[config.mk]
export PLATFORM = sky130hd
export DESIGN_NAME = control_unit_pipe
export DESIGN_NICKNAME = d
export VERILOG_FILES = /design/src/rtl/ctrl_pkg.sv /design/src/rtl/control_decode_comb.sv /design/src/rtl/control_unit_pipe.sv
export SDC_FILE = /design/constraint.sdc
export NUM_CORES = 1
export LEC_CHECK = 0
export ABC_AREA = 1
export BUFFER_PORTS_ARGS = -buffer_cell sky130_fd_sc_hd__buf_2
export CORE_AREA = 5 5 81 53
export DETAILED_ROUTE_END_ITERATION = 10
export DIE_AREA = 0 0 86 58
export HOLD_SLACK_MARGIN = 0.02
export PLACE_DENSITY = 0.83
export SYNTH_ARGS = -nofsm -noshare
export SYNTH_HDL_FRONTEND = slang
export SYNTH_HIERARCHICAL = 1
export SYNTH_SLANG_ARGS = --single-unit
[constraint.sdc]
create_clock -name clk -period 2.4 [get_ports clk]
set_input_delay 0.12 -clock clk [delete_from_list [all_inputs] [get_ports clk]]
set_output_delay 0.12 -clock clk [all_outputs]
set_load 0.005 [all_outputs]
[src/rtl/ctrl_pkg.sv]
// ctrl_pkg: shared definitions for the RV32I(+M) decode/control block.
//   - alu_op_e     : ALU operation encoding driven onto ALUControl
//   - OP_*         : major opcode values (instr[6:0])
//   - F7_*         : funct7 values that select base / alternate / M-extension
//   - RES_*, IMM_* : ResultSrc and ImmSrc codes
//   - ST_*         : control FSM state codes
//   - ctrl_t       : registered control bundle
//   - base_alu_op  : funct3 (+alternate bit) -> ALU op for R-type and I-ALU
package ctrl_pkg;

    typedef enum logic [4:0] {
        ALU_ADD    = 5'd0,
        ALU_SUB    = 5'd1,
        ALU_AND    = 5'd2,
        ALU_OR     = 5'd3,
        ALU_XOR    = 5'd4,
        ALU_SLT    = 5'd5,
        ALU_SLTU   = 5'd6,
        ALU_SLL    = 5'd7,
        ALU_SRL    = 5'd8,
        ALU_SRA    = 5'd9,
        ALU_PASSB  = 5'd10,
        ALU_MUL    = 5'd11,
        ALU_MULH   = 5'd12,
        ALU_MULHSU = 5'd13,
        ALU_MULHU  = 5'd14,
        ALU_DIV    = 5'd15,
        ALU_DIVU   = 5'd16,
        ALU_REM    = 5'd17,
        ALU_REMU   = 5'd18
    } alu_op_e;

    localparam logic [6:0] OP_R      = 7'b0110011;
    localparam logic [6:0] OP_I      = 7'b0010011;
    localparam logic [6:0] OP_LOAD   = 7'b0000011;
    localparam logic [6:0] OP_STORE  = 7'b0100011;
    localparam logic [6:0] OP_BRANCH = 7'b1100011;
    localparam logic [6:0] OP_JAL    = 7'b1101111;
    localparam logic [6:0] OP_JALR   = 7'b1100111;
    localparam logic [6:0] OP_LUI    = 7'b0110111;
    localparam logic [6:0] OP_AUIPC  = 7'b0010111;

    localparam logic [6:0] F7_BASE = 7'b0000000;
    localparam logic [6:0] F7_ALT  = 7'b0100000;
    localparam logic [6:0] F7_MEXT = 7'b0000001;

    localparam logic [1:0] RES_ALU = 2'b00;
    localparam logic [1:0] RES_MEM = 2'b01;
    localparam logic [1:0] RES_PC4 = 2'b10;

    localparam logic [2:0] IMM_I = 3'b000;
    localparam logic [2:0] IMM_S = 3'b001;
    localparam logic [2:0] IMM_B = 3'b010;
    localparam logic [2:0] IMM_J = 3'b011;
    localparam logic [2:0] IMM_U = 3'b100;

    typedef logic [0:0] state_t;
    localparam state_t ST_IDLE     = 1'b0;
    localparam state_t ST_DIV_BUSY = 1'b1;

    typedef struct packed {
        logic       reg_write;
        logic       alu_src;
        logic       mem_write;
        logic       branch;
        logic       jump;
        logic       mul_div;
        logic       illegal;
        logic [1:0] result_src;
        logic [2:0] imm_src;
        alu_op_e    alu_op;
    } ctrl_t;

    // alt selects SUB over ADD (funct3 000) and SRA over SRL (funct3 101).
    function automatic alu_op_e base_alu_op(input logic [2:0] f3, input logic alt);
        alu_op_e op;
        case (f3)
            3'b000:  op = alt ? ALU_SUB : ALU_ADD;
            3'b001:  op = ALU_SLL;
            3'b010:  op = ALU_SLT;
            3'b011:  op = ALU_SLTU;
            3'b100:  op = ALU_XOR;
            3'b101:  op = alt ? ALU_SRA : ALU_SRL;
            3'b110:  op = ALU_OR;
            default: op = ALU_AND;
        endcase
        return op;
    endfunction

endpackage

[src/rtl/control_decode_comb.sv]
// control_decode_comb: purely combinational RV32I(+M) instruction decoder.
//   instr  in  32      raw instruction word
//   ctrl   out ctrl_t  decoded control bundle (Illegal-only bundle for bad encodings)
//   is_div out 1       legal DIV/DIVU/REM/REMU, starts the divider busy window
module control_decode_comb
    import ctrl_pkg::*;
#(
    parameter bit EN_M_EXT = 1'b1
) (
    input  logic [31:0] instr,
    output ctrl_t       ctrl,
    output logic        is_div
);

    logic [6:0] op;
    logic [2:0] f3;
    logic [6:0] f7;
    logic       legal;
    ctrl_t      dec;
    logic       dec_div;
    logic       unused_fields;

    assign op = instr[6:0];
    assign f3 = instr[14:12];
    assign f7 = instr[31:25];

    // Register/immediate fields are not needed for control decode.
    assign unused_fields = ^{instr[24:15], instr[11:7]};

    always_comb begin
        dec     = '0;
        dec_div = 1'b0;
        legal   = 1'b1;
        case (op)
            OP_R: begin
                if (f7 == F7_BASE || (f7 == F7_ALT && (f3 == 3'b000 || f3 == 3'b101))) begin
                    dec.reg_write = 1'b1;
                    dec.alu_op    = base_alu_op(f3, f7[5]);
                end else if (f7 == F7_MEXT && EN_M_EXT) begin
                    // MUL..REMU are consecutive encodings indexed by funct3.
                    dec.reg_write = 1'b1;
                    dec.mul_div   = 1'b1;
                    dec.alu_op    = alu_op_e'(5'(ALU_MUL) + 5'(f3));
                    dec_div       = f3[2];
                end else begin
                    legal = 1'b0;
                end
            end
            OP_I: begin
                dec.reg_write = 1'b1;
                dec.alu_src   = 1'b1;
                dec.imm_src   = IMM_I;
                // funct7 is only an opcode extension for shifts; otherwise it is immediate.
                dec.alu_op    = base_alu_op(f3, (f3 == 3'b101) && f7[5]);
                if (f3 == 3'b001)
                    legal = (f7 == F7_BASE);
                else if (f3 == 3'b101)
                    legal = (f7 == F7_BASE) || (f7 == F7_ALT);
            end
            OP_LOAD: begin
                dec.reg_write  = 1'b1;
                dec.alu_src    = 1'b1;
                dec.result_src = RES_MEM;
                dec.imm_src    = IMM_I;
                dec.alu_op     = ALU_ADD;
                legal          = (f3 != 3'b011) && (f3[2:1] != 2'b11);
            end
            OP_STORE: begin
                dec.alu_src   = 1'b1;
                dec.mem_write = 1'b1;
                dec.imm_src   = IMM_S;
                dec.alu_op    = ALU_ADD;
                legal         = !f3[2] && (f3 != 3'b011);
            end
            OP_BRANCH: begin
                dec.branch  = 1'b1;
                dec.imm_src = IMM_B;
                if (!f3[2])
                    dec.alu_op = ALU_SUB;
                else if (!f3[1])
                    dec.alu_op = ALU_SLT;
                else
                    dec.alu_op = ALU_SLTU;
                legal = (f3[2:1] != 2'b01);
            end
            OP_JAL: begin
                dec.reg_write  = 1'b1;
                dec.jump       = 1'b1;
                dec.result_src = RES_PC4;
                dec.imm_src    = IMM_J;
                dec.alu_op     = ALU_ADD;
            end
            OP_JALR: begin
                dec.reg_write  = 1'b1;
                dec.jump       = 1'b1;
                dec.alu_src    = 1'b1;
                dec.result_src = RES_PC4;
                dec.imm_src    = IMM_I;
                dec.alu_op     = ALU_ADD;
                legal          = (f3 == 3'b000);
            end
            OP_LUI: begin
                dec.reg_write = 1'b1;
                dec.alu_src   = 1'b1;
                dec.imm_src   = IMM_U;
                dec.alu_op    = ALU_PASSB;
            end
            OP_AUIPC: begin
                dec.reg_write = 1'b1;
                dec.alu_src   = 1'b1;
                dec.imm_src   = IMM_U;
                dec.alu_op    = ALU_ADD;
            end
            default: legal = 1'b0;
        endcase

        // An illegal instruction still flows down the pipe, but with no side effects.
        if (!legal) begin
            dec         = '0;
            dec.illegal = 1'b1;
            dec_div     = 1'b0;
        end
    end

    assign ctrl   = dec;
    assign is_div = dec_div;

endmodule

[src/rtl/control_unit_pipe.sv]
// control_unit_pipe: decode stage registering the control bundle into ID/EX,
// with stall, flush and a divider structural-hazard FSM.
//   clk, rst            clock, synchronous active-high reset
//   in_valid/in_ready   instruction handshake from IF/ID
//   instr               raw instruction word
//   stall_ex            downstream stall, output register holds
//   flush               kills registered instruction and pending divide
//   out_valid + controls registered control bundle (RegWrite .. ALUControl)
//   fsm_state           current FSM state (ST_IDLE / ST_DIV_BUSY) for observation
//
// Handshake: an instruction transfers on a cycle where in_valid && in_ready and
// flush is low. in_ready is high only when out of reset, stall_ex is low and the
// FSM is IDLE; it never depends on in_valid. The producer must hold instr stable
// while in_valid is high and in_ready is low.
module control_unit_pipe
    import ctrl_pkg::*;
#(
    parameter int ALUCTRL_W   = 5,
    parameter bit EN_M_EXT    = 1'b1,
    parameter int DIV_LATENCY = 8
) (
    input  logic                 clk,
    input  logic                 rst,
    input  logic                 in_valid,
    output logic                 in_ready,
    input  logic [31:0]          instr,
    input  logic                 stall_ex,
    input  logic                 flush,
    output logic                 out_valid,
    output logic                 RegWrite,
    output logic                 ALUSrc,
    output logic                 MemWrite,
    output logic                 Branch,
    output logic                 Jump,
    output logic                 MulDiv,
    output logic                 Illegal,
    output logic [1:0]           ResultSrc,
    output logic [2:0]           ImmSrc,
    output logic [ALUCTRL_W-1:0] ALUControl,
    output logic [0:0]           fsm_state
);

    localparam int               CNT_W    = $clog2(DIV_LATENCY);
    localparam logic [CNT_W-1:0] CNT_LOAD = CNT_W'(DIV_LATENCY - 1);

    ctrl_t            dec;
    logic             dec_div;
    ctrl_t            ctrl_q;
    logic             valid_q;
    state_t           state;
    logic [CNT_W-1:0] div_cnt;
    logic             accept;

    control_decode_comb #(
        .EN_M_EXT (EN_M_EXT)
    ) u_decode (
        .instr  (instr),
        .ctrl   (dec),
        .is_div (dec_div)
    );

    assign in_ready = !rst && !stall_ex && (state == ST_IDLE);
    assign accept   = in_valid && in_ready && !flush;

    always_ff @(posedge clk) begin
        if (rst) begin
            valid_q <= 1'b0;
            ctrl_q  <= '0;
            state   <= ST_IDLE;
            div_cnt <= '0;
        end else if (flush) begin
            valid_q <= 1'b0;
            ctrl_q  <= '0;
            state   <= ST_IDLE;
            div_cnt <= '0;
        end else begin
            // Output register: load on accept, bubble when idle, hold on stall.
            if (!stall_ex) begin
                if (accept) begin
                    valid_q <= 1'b1;
                    ctrl_q  <= dec;
                end else begin
                    valid_q <= 1'b0;
                    ctrl_q  <= '0;
                end
            end

            // Divider occupancy: DIV_LATENCY non-stalled cycles with in_ready low.
            case (state)
                ST_IDLE: begin
                    if (accept && dec_div) begin
                        state   <= ST_DIV_BUSY;
                        div_cnt <= CNT_LOAD;
                    end
                end
                default: begin
                    if (!stall_ex) begin
                        if (div_cnt == '0)
                            state <= ST_IDLE;
                        else
                            div_cnt <= div_cnt - 1'b1;
                    end
                end
            endcase
        end
    end

    assign out_valid  = valid_q;
    assign RegWrite   = ctrl_q.reg_write;
    assign ALUSrc     = ctrl_q.alu_src;
    assign MemWrite   = ctrl_q.mem_write;
    assign Branch     = ctrl_q.branch;
    assign Jump       = ctrl_q.jump;
    assign MulDiv     = ctrl_q.mul_div;
    assign Illegal    = ctrl_q.illegal;
    assign ResultSrc  = ctrl_q.result_src;
    assign ImmSrc     = ctrl_q.imm_src;
    assign ALUControl = ALUCTRL_W'(ctrl_q.alu_op);
    assign fsm_state  = state;

endmodule
Word level (Yosys, flattened, before mapping). Cells that the tools add are included.

Bitwise logic cells: 1. Add/sub/neg operators: 2. Eq/ne operators: 22. Multiplexer cells: 40. Reductions and logical operators: 27.

Operators by type and width (number): 5-bit case mux with 7 select lines (2); 17-bit 2-to-1 mux (2); 7-bit by 6-bit == test with 1-bit output (second input constant) (4); 1-bit 2-to-1 mux (23); 7-bit == test (second input constant) (3); 5-bit case mux with 4 select lines (1); 3-bit 2-to-1 mux (5); 7-bit by 5-bit == test with 1-bit output (second input constant) (2); 3-bit case mux with 4 select lines (1); 6-bit OR reduction (2); 5-bit 2-to-1 mux (2); 3-bit == test (second input constant) (3); 1-bit logical AND (9); 7-bit by 1-bit == test with 1-bit output (second input constant) (1); 7-bit by 2-bit == test with 1-bit output (second input constant) (1); 7-bit logical NOT (1); 1-bit case mux with 7 select lines (1); 3-bit by 2-bit == test with 1-bit output (second input constant) (2); 3-bit logical NOT (2); 2-bit != test (second input constant) (3); 2-bit OR reduction (3); 4-bit by 3-bit adder with 5-bit output (first input constant) (1); 1-bit logical NOT (4); 2-bit case mux with 2 select lines (1); other kinds (11) (13).

Word-level logic and storage cells: 105. Register bits after elaboration: 22. Input port bits: 37. Output and inout port bits: 20.

Longest topological paths before layout.
Word-level depth: 10. Mapped depth: 14. Gate-level depth less buffers: 14.

Hierarchy. Netlist, hierarchy kept.

Modules (own cells, without submodules): control_decode_comb (cells each 154, area each 928.4 µm², instances 1, seq. area each 0.0 µm²); control_unit_pipe (cells each 114, area each 900.9 µm², instances 1, seq. area each 440.4 µm²).

Worst setup path before layout. No wires, ideal clock.

Path type: input-to-reg. Start: input port instr[13]. End: register ctrl_q, in the netlist ALUControl[2]. Arrival: 1.288 ns. Required time: 2.330 ns. Cell stages on the path: 14. Buffers on the path: 0. Library setup time: 0.070 ns. Setup slack: 1.043 ns. Path through: inv_1 ha_1 nand2_1 nand2_1 nand3_2 nand2_4 nand2_4 nand2_1 nand2_1 nand2_1 nand2_1 inv_1 nand2_1 a21oi_1.

RTL lines: start: declaration (RTL line control_unit_pipe.sv:26) `input logic [31:0] instr,`; end signal: assignment (RTL line control_unit_pipe.sv:68) `ctrl_q <= '0;`; end signal: assignment (RTL line control_unit_pipe.sv:73) `ctrl_q <= '0;`; end signal: assignment (RTL line control_unit_pipe.sv:81) `ctrl_q <= dec;`; end: declaration (RTL line control_unit_pipe.sv:48) `ctrl_t ctrl_q;`.

==> metrics.txt <==
# TYPE chip_impl_metric gauge
chip_impl_info{name="run_status",value="finished, final reports clean"} 1
chip_impl_metric{name="synth-seq-cells",unit=""} 22
chip_impl_metric{name="globalplace.congestion",unit=""} 0.927
chip_impl_metric{name="leakage",unit="uW"} 0.00112
chip_impl_metric{name="synthesis.area_per_instance",unit="um^2"} 6.83
chip_impl_info{name="hold_start",value="flush"} 1
chip_impl_metric{name="shortest_clock_period_the_worst_path_allows_after_layout",unit="ns"} 1.55
chip_impl_metric{name="relSlewSlack",unit=""} 0.739
chip_impl_metric{name="fin_skew",unit="ns"} 0.00176
chip_impl_metric{name="globalRouteTotalUtil",unit=""} 0.169
chip_impl_metric{name="detailed_placement_hpwl",unit="um"} 3290
chip_impl_info{name="tritoncts_clock_tree",value="yes"} 1
chip_impl_metric{name="cp.arrival",unit="ns"} 1.75
chip_impl_metric{name="maximum_number_of_pins_on_one_net_before_global_route_repair",unit=""} 21
chip_impl_metric{name="port_buffers",unit=""} 41
chip_impl_metric{name="clk-insertion-delay-late",unit="ns"} 0.26
chip_impl_metric{name="vias_after_detailed_routing",unit=""} 1758
chip_impl_metric{name="post_cts_hold_buffer_count",unit=""} 0
chip_impl_metric{name="finalNonFillerCells",unit=""} 355
chip_impl_metric{name="grt_antenna_before_repair",unit=""} 0
chip_impl_metric{name="cts_resized",unit=""} 0
chip_impl_metric{name="grt_pass1_wl",unit="um"} 6870
chip_impl_metric{name="initialDrtViolationCount",unit=""} 129
chip_impl_metric{name="overflow",unit=""} 0
chip_impl_info{name="synthDominantAreaCellType",value="sky130_fd_sc_hd__dfxtp_1"} 1
chip_impl_metric{name="regToRegSetupSlack",unit="ns"} 1.22
chip_impl_metric{name="cts.clk_slew.worst_paths",unit="ns"} 0.07
chip_impl_metric{name="floorplan.initialDensity",unit=""} 0.521
chip_impl_metric{name="route.antenna.remaining_nets",unit=""} 0
chip_impl_metric{name="clock.fmax",unit="MHz"} 643
chip_impl_metric{name="standard_cell_row_count",unit=""} 17
chip_impl_metric{name="synth_largest_type_area_fraction",unit=""} 0.241
chip_impl_metric{name="cap_viol_max_count",unit=""} 0
chip_impl_metric{name="final.setup.tns",unit="ns"} 0
chip_impl_info{name="worstSetupPathType",value="primary input to flop"} 1
chip_impl_metric{name="grt_pass1_vias",unit=""} 1588
chip_impl_metric{name="cts-buffers-inserted",unit=""} 3
chip_impl_metric{name="path_max_fanout",unit=""} 6
chip_impl_info{name="rsz0062_at_grt",value="false"} 1
chip_impl_metric{name="drt-total-wl",unit="um"} 4070
chip_impl_metric{name="die_height",unit="um"} 58
chip_impl_metric{name="fp.coreArea",unit="um^2"} 3510
chip_impl_metric{name="hold_viol",unit=""} 0
chip_impl_metric{name="syn-cell-area",unit="um^2"} 1830
chip_impl_info{name="crit-reg2reg-capture",value="div_cnt[0]"} 1
chip_impl_info{name="synth.area.top_cells",value="sky130_fd_sc_hd__dfxtp_1 24%, sky130_fd_sc_hd__nand2_1 16%, sky130_fd_sc_hd__inv_1 6.6%"} 1
chip_impl_metric{name="synthCells",unit=""} 268
chip_impl_metric{name="wire_per_inst",unit="um"} 11.5
chip_impl_metric{name="report.power.total",unit="uW"} 746
chip_impl_metric{name="timing_worst_slew_pin_value",unit="ns"} 0.392
chip_impl_metric{name="post_route_cells_drive_above_1_share",unit=""} 0.315
chip_impl_metric{name="nets",unit=""} 354
chip_impl_metric{name="remaining_drc_errors",unit=""} 0
chip_impl_metric{name="count_of_yosys_warnings_during_synthesis",unit=""} 6
chip_impl_metric{name="preCtsSetupSlack",unit="ns"} 0.616
chip_impl_metric{name="cts_sinks",unit=""} 22
chip_impl_metric{name="p_per_area",unit="nW/um^2"} 355
chip_impl_info{name="hold_path.class",value="primary input to flop"} 1
chip_impl_metric{name="first_pass_iters",unit=""} 4
chip_impl_metric{name="timing.final.max_slew_violations",unit=""} 0
chip_impl_metric{name="design_area",unit="um^2"} 2100
chip_impl_metric{name="min_path_cells",unit=""} 4
chip_impl_metric{name="synthToLayoutAreaGrowth",unit="%"} 14.9
chip_impl_metric{name="avgViaCountPerCell",unit=""} 4.95
chip_impl_metric{name="post-place-cells",unit=""} 351
chip_impl_metric{name="final_min_period_over_clock_period",unit=""} 0.648
chip_impl_info{name="worstReg2RegStart",value="div_cnt[0]"} 1
chip_impl_metric{name="cts-root-to-sink-buffers",unit=""} 2
chip_impl_metric{name="width_of_the_die",unit="um"} 86
chip_impl_info{name="hold_path_endpoint",value="div_cnt[1]"} 1
chip_impl_metric{name="ys_seq_area_frac",unit=""} 0.241
chip_impl_info{name="critical_path_startpoint_category",value="primary input"} 1
chip_impl_metric{name="boundaryPins",unit=""} 57
chip_impl_info{name="cts-root-buf",value="sky130_fd_sc_hd__clkbuf_8"} 1
chip_impl_metric{name="buffers_inserted_by_post_cts_timing_repair",unit=""} 0
chip_impl_metric{name="final-setup-viol-count",unit=""} 0
chip_impl_metric{name="final_worst_setup_slack",unit="ns"} 0.845
chip_impl_info{name="cp-end-kind",value="flop"} 1
chip_impl_metric{name="synth_nets",unit=""} 313
chip_impl_metric{name="postPlaceCellArea",unit="um^2"} 2050
chip_impl_metric{name="insertedDiodeCount",unit=""} 0
chip_impl_metric{name="timing.critical_path.required",unit="ns"} 2.59
chip_impl_metric{name="vdd_drop_max",unit="V"} 0.000265
chip_impl_metric{name="r2r_cells",unit=""} 9
chip_impl_metric{name="die_area",unit="um^2"} 4990
chip_impl_metric{name="htree_levels",unit=""} 1
chip_impl_metric{name="synth_cell_type_count",unit=""} 35
## metal layers
| metal | routed length [um] | vias up | GRT usage | part of all wire |
|---|---|---|---|---|
| met1 | 1990 | 774 | 0.249 | 0.49 |
| li1 | - | 917 | - | - |
| met4 | 8 | 0 | 0.0316 | 0.0020 |
| met2 | 1650 | 65 | 0.245 | 0.40 |
| met3 | 428 | 2 | 0.0469 | 0.11 |
| met5 | 0 | - | 0 | 0 |
## worst max path at each step
| stage | cells after the start | slack [ns] | to | startpoint |
|---|---|---|---|---|
| 2_1_floorplan | 14 | 1.04 | ALUControl[2] | instr[13] |
| 3_3_place_gp | 15 | 0.68 | ALUControl[2] | instr[13] |
| 3_5_place_dp | 13 | 0.62 | RegWrite | instr[13] |
| 4_1_cts | 13 | 0.88 | RegWrite | instr[13] |
| 5_1_grt | 15 | 0.74 | ALUControl[2] | instr[13] |
| 6_report | 15 | 0.85 | ALUControl[2] | instr[13] |
## area by class of cell
type,instances,area (um^2)
flip-flops and latches,22,440
multi-input cells,202,1190
clock buffers,4,55.1
repair buffers,41,205
fillers,326,1410
inverters,39,149
well taps,47,58.8
## where the power goes
group          internal (uW)  switching [uW]  total (uW)  leakage [uW]
Sequential               366           0.496         366      0.000177
Clock                    146             113         259     0.0000288
Combinational           39.1            82.3         121      0.000910
Total                    551             195         746       0.00112
## cells by family (layout without fill, tap and decap cells)
group           after synthesis  count (layout)  synth area share
simple gates                162             162             0.500
fa+ha+maj                     8               8            0.0547
xor+xnor                      1               1           0.00479
compound gates               31              31            0.0930
flops                        22              22             0.241
buf+inv                      44              84             0.107
## cells in the final DEF, fill, tap and decap left out, drive strengths merged
cell type,count
nor2,33
a31oi,1
nand2,96
inv,39
a21oi,20
clkbuf,4
buf,41
o21ai,8
or2,2
o211ai,1
nor3,1
and3,1
o2111ai,1
ha,8
nand4,1
dfxtp,22
and2,1
xnor2,1
nand3,25
nand3b,2
## worst max-delay path, cell delays in order
cell,delay (ns)
sky130_fd_sc_hd__buf_2,0.13
sky130_fd_sc_hd__inv_1,0.19
sky130_fd_sc_hd__ha_1,0.31
sky130_fd_sc_hd__nand2_1,0.10
sky130_fd_sc_hd__nand2_1,0.09
sky130_fd_sc_hd__nand3_2,0.14
sky130_fd_sc_hd__nand2_4,0.14
sky130_fd_sc_hd__nand2_4,0.08
sky130_fd_sc_hd__nand2_1,0.07
sky130_fd_sc_hd__nand2_1,0.05
sky130_fd_sc_hd__nand2_1,0.06
sky130_fd_sc_hd__nand2_1,0.05
sky130_fd_sc_hd__inv_1,0.05
sky130_fd_sc_hd__nand2_1,0.05
sky130_fd_sc_hd__a21oi_1,0.11
## flip-flops by register name (all words and copies together) (netlist names)
signal / flops
div_cnt: 3
ALUSrc: 1
out_valid: 1
MemWrite: 1
ImmSrc: 3
Branch: 1
RegWrite: 1
Illegal: 1
Jump: 1
ResultSrc: 2
fsm_state: 1
MulDiv: 1
ALUControl: 5
## per-stage QoR
step	util	hold slack [ns]
4_1_cts	0.599	0.135
3_3_place_gp	0.583	0.410
5_1_grt	0.599	0.155
3_5_place_dp	0.583	0.414
6_report	0.599	0.137
2_1_floorplan	-	0.271
## Yosys cell counts (all sizes together)
library cell  number
nand2             96
inv               39
nor2              33
nand3             25
dfxtp             22
a21oi             20
ha                 8
o21ai              8
buf                5
nand3b             2
or2                2
a31oi              1
and2               1
and3               1
nand4              1
nor3               1
o2111ai            1
o211ai             1
xnor2              1
(Power assumes the default switching activity.)
